**src/rtl/mips_dbg_pkg.sv**
```systemverilog
// Shared types and framing constants for the MIPS debug-output transmitter.
package mips_dbg_pkg;

    typedef enum logic [1:0] {
        IDLE  = 2'd0,
        START = 2'd1,
        DATA  = 2'd2,
        STOP  = 2'd3
    } tx_state_e;

    localparam logic START_BIT      = 1'b0;
    localparam logic STOP_BIT       = 1'b1;
    localparam int   BITS_PER_BYTE  = 8;
    localparam int   BYTES_PER_WORD = 2;

endpackage

```
**src/rtl/dbg_sync_fifo.sv**
```systemverilog
// Small synchronous FIFO; fullness comes from an occupancy count, so pointers
// may simply wrap and a push into a full FIFO is fine when a pop shares the edge.
module dbg_sync_fifo #(
    parameter  int WIDTH = 16,
    parameter  int DEPTH = 4,
    localparam int AW    = $clog2(DEPTH),
    localparam int LW    = $clog2(DEPTH + 1)
) (
    input  logic             clk,
    input  logic             rst,
    input  logic             push,
    input  logic             pop,
    input  logic [WIDTH-1:0] wdata,
    output logic [WIDTH-1:0] rdata,
    output logic             full,
    output logic             empty,
    output logic [LW-1:0]    level
);

    logic [WIDTH-1:0] mem_q [DEPTH];
    logic [AW-1:0]    wr_ptr_q, wr_ptr_d;
    logic [AW-1:0]    rd_ptr_q, rd_ptr_d;
    logic [LW-1:0]    level_q,  level_d;
    logic             do_push_s, do_pop_s;

    assign full  = (level_q == LW'(DEPTH));
    assign empty = (level_q == LW'(0));
    assign level = level_q;
    assign rdata = mem_q[rd_ptr_q];

    // Accept/reject decisions and next pointer/occupancy values.
    always_comb begin
        do_pop_s  = pop && !empty;
        do_push_s = push && (!full || do_pop_s);
        wr_ptr_d  = do_push_s ? wr_ptr_q + AW'(1) : wr_ptr_q;
        rd_ptr_d  = do_pop_s  ? rd_ptr_q + AW'(1) : rd_ptr_q;
        case ({do_push_s, do_pop_s})
            2'b10:   level_d = level_q + LW'(1);
            2'b01:   level_d = level_q - LW'(1);
            default: level_d = level_q;
        endcase
    end

    // Pointer and occupancy registers.
    always_ff @(posedge clk) begin
        if (rst) begin
            wr_ptr_q <= '0;
            rd_ptr_q <= '0;
            level_q  <= '0;
        end else begin
            wr_ptr_q <= wr_ptr_d;
            rd_ptr_q <= rd_ptr_d;
            level_q  <= level_d;
        end
    end

    // Storage array; contents need no reset since occupancy gates every read.
    always_ff @(posedge clk) begin
        if (do_push_s) begin
            mem_q[wr_ptr_q] <= wdata;
        end
    end

endmodule

```
**src/rtl/mips_test_value_tx.sv**
```systemverilog
// Watches test_value for changes, queues each new value and shifts it out as
// two UART-style bytes (high byte first, LSB first within each byte).
module mips_test_value_tx
    import mips_dbg_pkg::*;
#(
    parameter  int DATA_WIDTH   = 16,
    parameter  int FIFO_DEPTH   = 4,
    parameter  int CLKS_PER_BIT = 8,
    localparam int LEVEL_W      = $clog2(FIFO_DEPTH + 1)
) (
    input  logic                  CLK,
    input  logic                  RST,
    input  logic [DATA_WIDTH-1:0] test_value,
    output logic                  TX,
    output logic                  busy,
    output logic [LEVEL_W-1:0]    fifo_level,
    output logic                  overflow
);

    localparam int CW = $clog2(CLKS_PER_BIT);
    localparam int BW = $clog2(BITS_PER_BYTE);

    tx_state_e                state_q, state_d;
    logic [CW-1:0]            cnt_q, cnt_d;
    logic [BW-1:0]            bit_idx_q, bit_idx_d;
    logic                     byte_sel_q, byte_sel_d;
    logic [BITS_PER_BYTE-1:0] shift_q, shift_d;
    logic [BITS_PER_BYTE-1:0] lo_byte_q, lo_byte_d;
    logic [DATA_WIDTH-1:0]    last_value_q, last_value_d;
    logic                     overflow_q, overflow_d;
    logic                     tx_q, tx_d;
    logic                     busy_q, busy_d;

    logic                  push_s, pop_s, bit_end_s;
    logic                  fifo_full_s, fifo_empty_s;
    logic [DATA_WIDTH-1:0] fifo_rdata_s;

    dbg_sync_fifo #(
        .WIDTH (DATA_WIDTH),
        .DEPTH (FIFO_DEPTH)
    ) u_fifo (
        .clk   (CLK),
        .rst   (RST),
        .push  (push_s),
        .pop   (pop_s),
        .wdata (test_value),
        .rdata (fifo_rdata_s),
        .full  (fifo_full_s),
        .empty (fifo_empty_s),
        .level (fifo_level)
    );

    assign TX       = tx_q;
    assign busy     = busy_q;
    assign overflow = overflow_q;

    // Change detector, overflow flag and serializer next-state logic.
    always_comb begin
        push_s       = (test_value != last_value_q);
        last_value_d = test_value;
        bit_end_s    = (cnt_q == CW'(CLKS_PER_BIT - 1));
        state_d      = state_q;
        cnt_d        = cnt_q;
        bit_idx_d    = bit_idx_q;
        byte_sel_d   = byte_sel_q;
        shift_d      = shift_q;
        lo_byte_d    = lo_byte_q;
        pop_s        = 1'b0;

        case (state_q)
            IDLE: begin
                cnt_d = '0;
                if (!fifo_empty_s) begin
                    pop_s      = 1'b1;
                    shift_d    = fifo_rdata_s[DATA_WIDTH-1 -: BITS_PER_BYTE];
                    lo_byte_d  = fifo_rdata_s[BITS_PER_BYTE-1:0];
                    byte_sel_d = 1'b0;
                    state_d    = START;
                end else begin
                    state_d = IDLE;
                end
            end
            START: begin
                if (bit_end_s) begin
                    cnt_d     = '0;
                    bit_idx_d = '0;
                    state_d   = DATA;
                end else begin
                    cnt_d = cnt_q + CW'(1);
                end
            end
            DATA: begin
                if (bit_end_s) begin
                    cnt_d = '0;
                    if (bit_idx_q == BW'(BITS_PER_BYTE - 1)) begin
                        state_d = STOP;
                    end else begin
                        bit_idx_d = bit_idx_q + BW'(1);
                        shift_d   = {1'b0, shift_q[BITS_PER_BYTE-1:1]};
                    end
                end else begin
                    cnt_d = cnt_q + CW'(1);
                end
            end
            STOP: begin
                if (bit_end_s) begin
                    cnt_d = '0;
                    if (!byte_sel_q) begin
                        byte_sel_d = 1'b1;
                        shift_d    = lo_byte_q;
                        state_d    = START;
                    end else if (!fifo_empty_s) begin
                        // Next word starts with no idle gap after the stop bit.
                        pop_s      = 1'b1;
                        shift_d    = fifo_rdata_s[DATA_WIDTH-1 -: BITS_PER_BYTE];
                        lo_byte_d  = fifo_rdata_s[BITS_PER_BYTE-1:0];
                        byte_sel_d = 1'b0;
                        state_d    = START;
                    end else begin
                        state_d = IDLE;
                    end
                end else begin
                    cnt_d = cnt_q + CW'(1);
                end
            end
            default: begin
                state_d = IDLE;
            end
        endcase

        // The line level follows the state being entered so TX stays registered.
        case (state_d)
            START:   tx_d = START_BIT;
            DATA:    tx_d = shift_d[0];
            STOP:    tx_d = STOP_BIT;
            default: tx_d = STOP_BIT;
        endcase
        busy_d     = (state_d != IDLE);
        overflow_d = overflow_q | (push_s & fifo_full_s & ~pop_s);
    end

    // State, datapath and output registers.
    always_ff @(posedge CLK) begin
        if (RST) begin
            state_q      <= IDLE;
            cnt_q        <= '0;
            bit_idx_q    <= '0;
            byte_sel_q   <= 1'b0;
            shift_q      <= '0;
            lo_byte_q    <= '0;
            last_value_q <= '0;
            overflow_q   <= 1'b0;
            tx_q         <= STOP_BIT;
            busy_q       <= 1'b0;
        end else begin
            state_q      <= state_d;
            cnt_q        <= cnt_d;
            bit_idx_q    <= bit_idx_d;
            byte_sel_q   <= byte_sel_d;
            shift_q      <= shift_d;
            lo_byte_q    <= lo_byte_d;
            last_value_q <= last_value_d;
            overflow_q   <= overflow_d;
            tx_q         <= tx_d;
            busy_q       <= busy_d;
        end
    end

endmodule

```
**config.mk**
```make
export PLATFORM = sky130hd
export DESIGN_NAME = mips_test_value_tx
export DESIGN_NICKNAME = d
export VERILOG_FILES = /design/src/rtl/mips_dbg_pkg.sv /design/src/rtl/dbg_sync_fifo.sv /design/src/rtl/mips_test_value_tx.sv
export SDC_FILE = /design/constraint.sdc
export NUM_CORES = 1
export LEC_CHECK = 0
export BUFFER_PORTS_ARGS = -buffer_cell sky130_fd_sc_hd__buf_2
export CAP_MARGIN = 20
export CORE_MARGIN = 1.5
export CORE_UTILIZATION = 49
export DETAILED_ROUTE_END_ITERATION = 7
export PLACE_DENSITY = 0.76
export REMOVE_ABC_BUFFERS = 1
export SLEW_MARGIN = 20
export SYNTH_ARGS = -nofsm -noshare
export SYNTH_HDL_FRONTEND = slang
export SYNTH_HIERARCHICAL = 1
export SYNTH_SLANG_ARGS = --single-unit
```
**constraint.sdc**
```tcl
create_clock -name CLK -period 5.5 [get_ports CLK]
set_input_delay 1.65 -clock CLK [delete_from_list [all_inputs] [get_ports CLK]]
set_output_delay 1.65 -clock CLK [all_outputs]
set_load 0.02 [all_outputs]
```
==> impl_metrics.ini <==
[sta]
setup_viol = 0
fin_ws_ns = 1.45
hold_violations = 0
fin_tns_setup_ns = 0
max_slew_margin_pct = 40.0
finalCritPeriodShare_pct = 73.6
tightest_slew_ns = 0.899
period_needed_ns = 4.05
rsz0062_at_grt = no
final_max_slew_viol_count = 0
finalClockSkew_ns = 0.00801
max_clock_freq_ghz = 0.247

[final_layout]
antenna_cells = 0
fin_cells = 532
area_growth_pct = 15.8
nets = 420
drive_gt1_share_pct = 20.8
n_fill_cell = 755
regArea_um2 = 2980
multiInputGateArea_um2 = 1810

[flow_run]
maxCapViolCount = 0

[logic_synthesis]
synthCells = 359
ys_seq_area_share_pct = 60.4
yosysTopAreaCell = edfxtp_1
synth_edf_count = 64
syn_area_um2 = 4940
synth_top_area_share_pct = 38.9
post_synth.cell_area_avg_um2 = 13.8
synth_area_leaders = edfxtp_1, dfxtp_1, mux4_2, ha_1, mux2i_1
synth_commonest_cells = edfxtp_1, dfxtp_1, nor2_1
synth_flop_cell = edfxtp_1
synth.distinct_cells = 52
ys_ff_latch = 117
yosys_warnings = 6
yosysMostFrequentCell = edfxtp_1
synthArstFlopShare_pct = 0

[critical_path]
required_ns = 5.93
cp_slowest_stage_delay_ns = 0.58
crit_arrival_ns = 4.47
worstSetupPathType = in -> reg
path_max_fanout = 7
start_kind = input port
r2r_cells = 12
crit_chain = buf_2, xor2_1, nor4_1, nand4_1, a21boi_2, inv_1, ha_1, inv_1, fa_1, xor2_1, or3_2, a21oi_1
cpMaxStageDelayCell = nor4_1
critPathCaptureType = register

[clock_network]
cts_buffers = 17
clock_sinks = 117
cts_setup_buffers = 0
htree_levels = 4
clock-root-buffer = clkbuf_8
clockBufferDepth = 2
insertion_delay_ns = 0.50
clk_pin_slew_ns = 0.06
cts_tree = yes
postCtsResizedCells = 0
cts_hold_buf = 0

[grt]
grt_max_degree = 37
grt_pass1_wl_mm = 15.3
grt_overflow = 0
grt_pass1_vias = 2922
antenna_found_initial = 0
track_usage_pct = 19.6

[worst_hold_path]
hp-class = reg -> reg
worstHoldPathCells = 1

[die]
core_area_um2 = 9770
fp.dieH_um = 103
io_pins = 24
dieWidth_um = 103
start_util_pct = 50.5
rows = 36
die_area_um2 = 10700

[drt]
via_per_inst = 5.47
wl_met3_um = 475
vias = 2909
drc = 0
dr_wl_met2_mm = 4.61
ant_nets = 0
drtPass1Iterations = 4
drtIter0Drc = 203
wl_per_cell_um = 17.4
wl_mm = 9.23
wl_met1_mm = 4.05
dr.max_layer_used = met4

[power_and_ir_drop]
p_per_area_nw_per_um2 = 511
p_leak_nw = 2.16
ir_drop_mv = 0.293

[run_status]
status = finished, final reports clean

[placement]
portBuffers = 23
gp_congestion = 0.765
hpwl_mm = 5.53
pre_cts_slack_ns = 0.995
dp_cells = 500
[cell usage in the layout, fill, tap and decap left out, types with 2 or more instances in the layout]
cell,instances
nor4_1,5
o22ai_1,7
a21oi_1,11
clkbuf_16,16
inv_1,11
and2_1,2
nand4_1,3
mux2i_1,18
clkinv_4,2
o21ai_1,2
nor3_1,3
nor2b_1,20
xor2_1,19
nor3b_1,3
dfxtp_1,53
bufinv_16,3
edfxtp_1,64
clkbuf_1,3
nand2_1,9
nor2_1,25
nand2b_1,6
nand3_1,2
buf_4,3
mux4_1,3
clkinvlp_4,4
mux4_2,13
ha_1,15
and2_2,4
buf_2,23
nand4b_1,2
o21ai_0,5
a22oi_1,12
[cell type report]
type	count	share of cell area (%)
Multi-Input combinational cell	212	31.6
Sequential cell	117	52.2
Tap cell	133	2.91
Timing Repair Buffer	26	2.41
Clock inverter	12	2.71
Inverter	12	0.788
Clock buffer	20	7.44
[critical path, delay by kind of cell]
family / cells / cell delay, ns
AO/OA/AOI/OAI: 2 / 0.42
XOR/XNOR: 2 / 0.30
adder cells (fa/ha/maj): 2 / 0.55
buffers and inverters: 3 / 0.28
AND/OR/NAND/NOR: 3 / 1.27
[power breakdown]
group / total (W) / internal (W) / leakage (nW) / switching [W]
registers: 0.00119 / 0.00110 / 1.04 / 0.0000866
clock network: 0.00107 / 0.000689 / 0.269 / 0.000378
logic: 0.000667 / 0.000283 / 0.850 / 0.000384
total: 0.00292 / 0.00208 / 2.16 / 0.000848
[kinds of logic (layout without fill, tap and decap cells)]
kind of cell	Yosys count	count (layout)	share of synthesized area, %
flip-flops	117	117	60.4
AND/OR/NAND/NOR	93	93	10.5
XOR/XNOR	19	19	3.37
adder cells (fa/ha/maj)	16	16	4.21
multiplexers	35	35	11.5
AO/OA/AOI/OAI	49	49	6.94
buffers and inverters	30	70	3.12
[registers in the layout (all words and copies together) (netlist names), named ones only]
name and flops:
TX 1, u_fifo/wr_ptr_q 2, byte_sel_q 1, lo_byte_q 8, busy 1, cnt_q 3
overflow 1, u_fifo/mem_q 64, bit_idx_q 3, shift_q 8, u_fifo/level 3, last_value_q 16
u_fifo/rd_ptr_q 2, state_q 2
[per-layer routing]
metal  vias up  track usage (%)
li1       1379                -
met1      1433             25.4
met2        89             31.8
met3         8             5.24
met4         0             7.59
met5         -                0
[per-stage QoR]
step	area [um^2]	hold slack [ns]	util, %	power (W)
after floorplan	4830	0.401	-	0.00168
after global placement	5140	0.421	52.6	0.00184
after detailed placement	5140	0.418	52.6	0.00187
after CTS	5720	0.425	58.5	0.00295
after global routing	5720	0.469	58.5	0.00307
final	5720	0.434	58.5	0.00292
[worst paths after layout]
check | startpoint | to | slack, ns
max | test_value[14] | u_fifo/level[2]$_SDFFE_PP0P_ | 1.45
max reg2reg | cnt_q[0]$_SDFF_PP0_ | u_fifo/level[2]$_SDFFE_PP0P_ | 1.92
min reg2reg | cnt_q[0]$_SDFF_PP0_ | cnt_q[0]$_SDFF_PP0_ | 0.43
min | cnt_q[0]$_SDFF_PP0_ | cnt_q[0]$_SDFF_PP0_ | 0.43
Power figures use the tool's default switching activity.
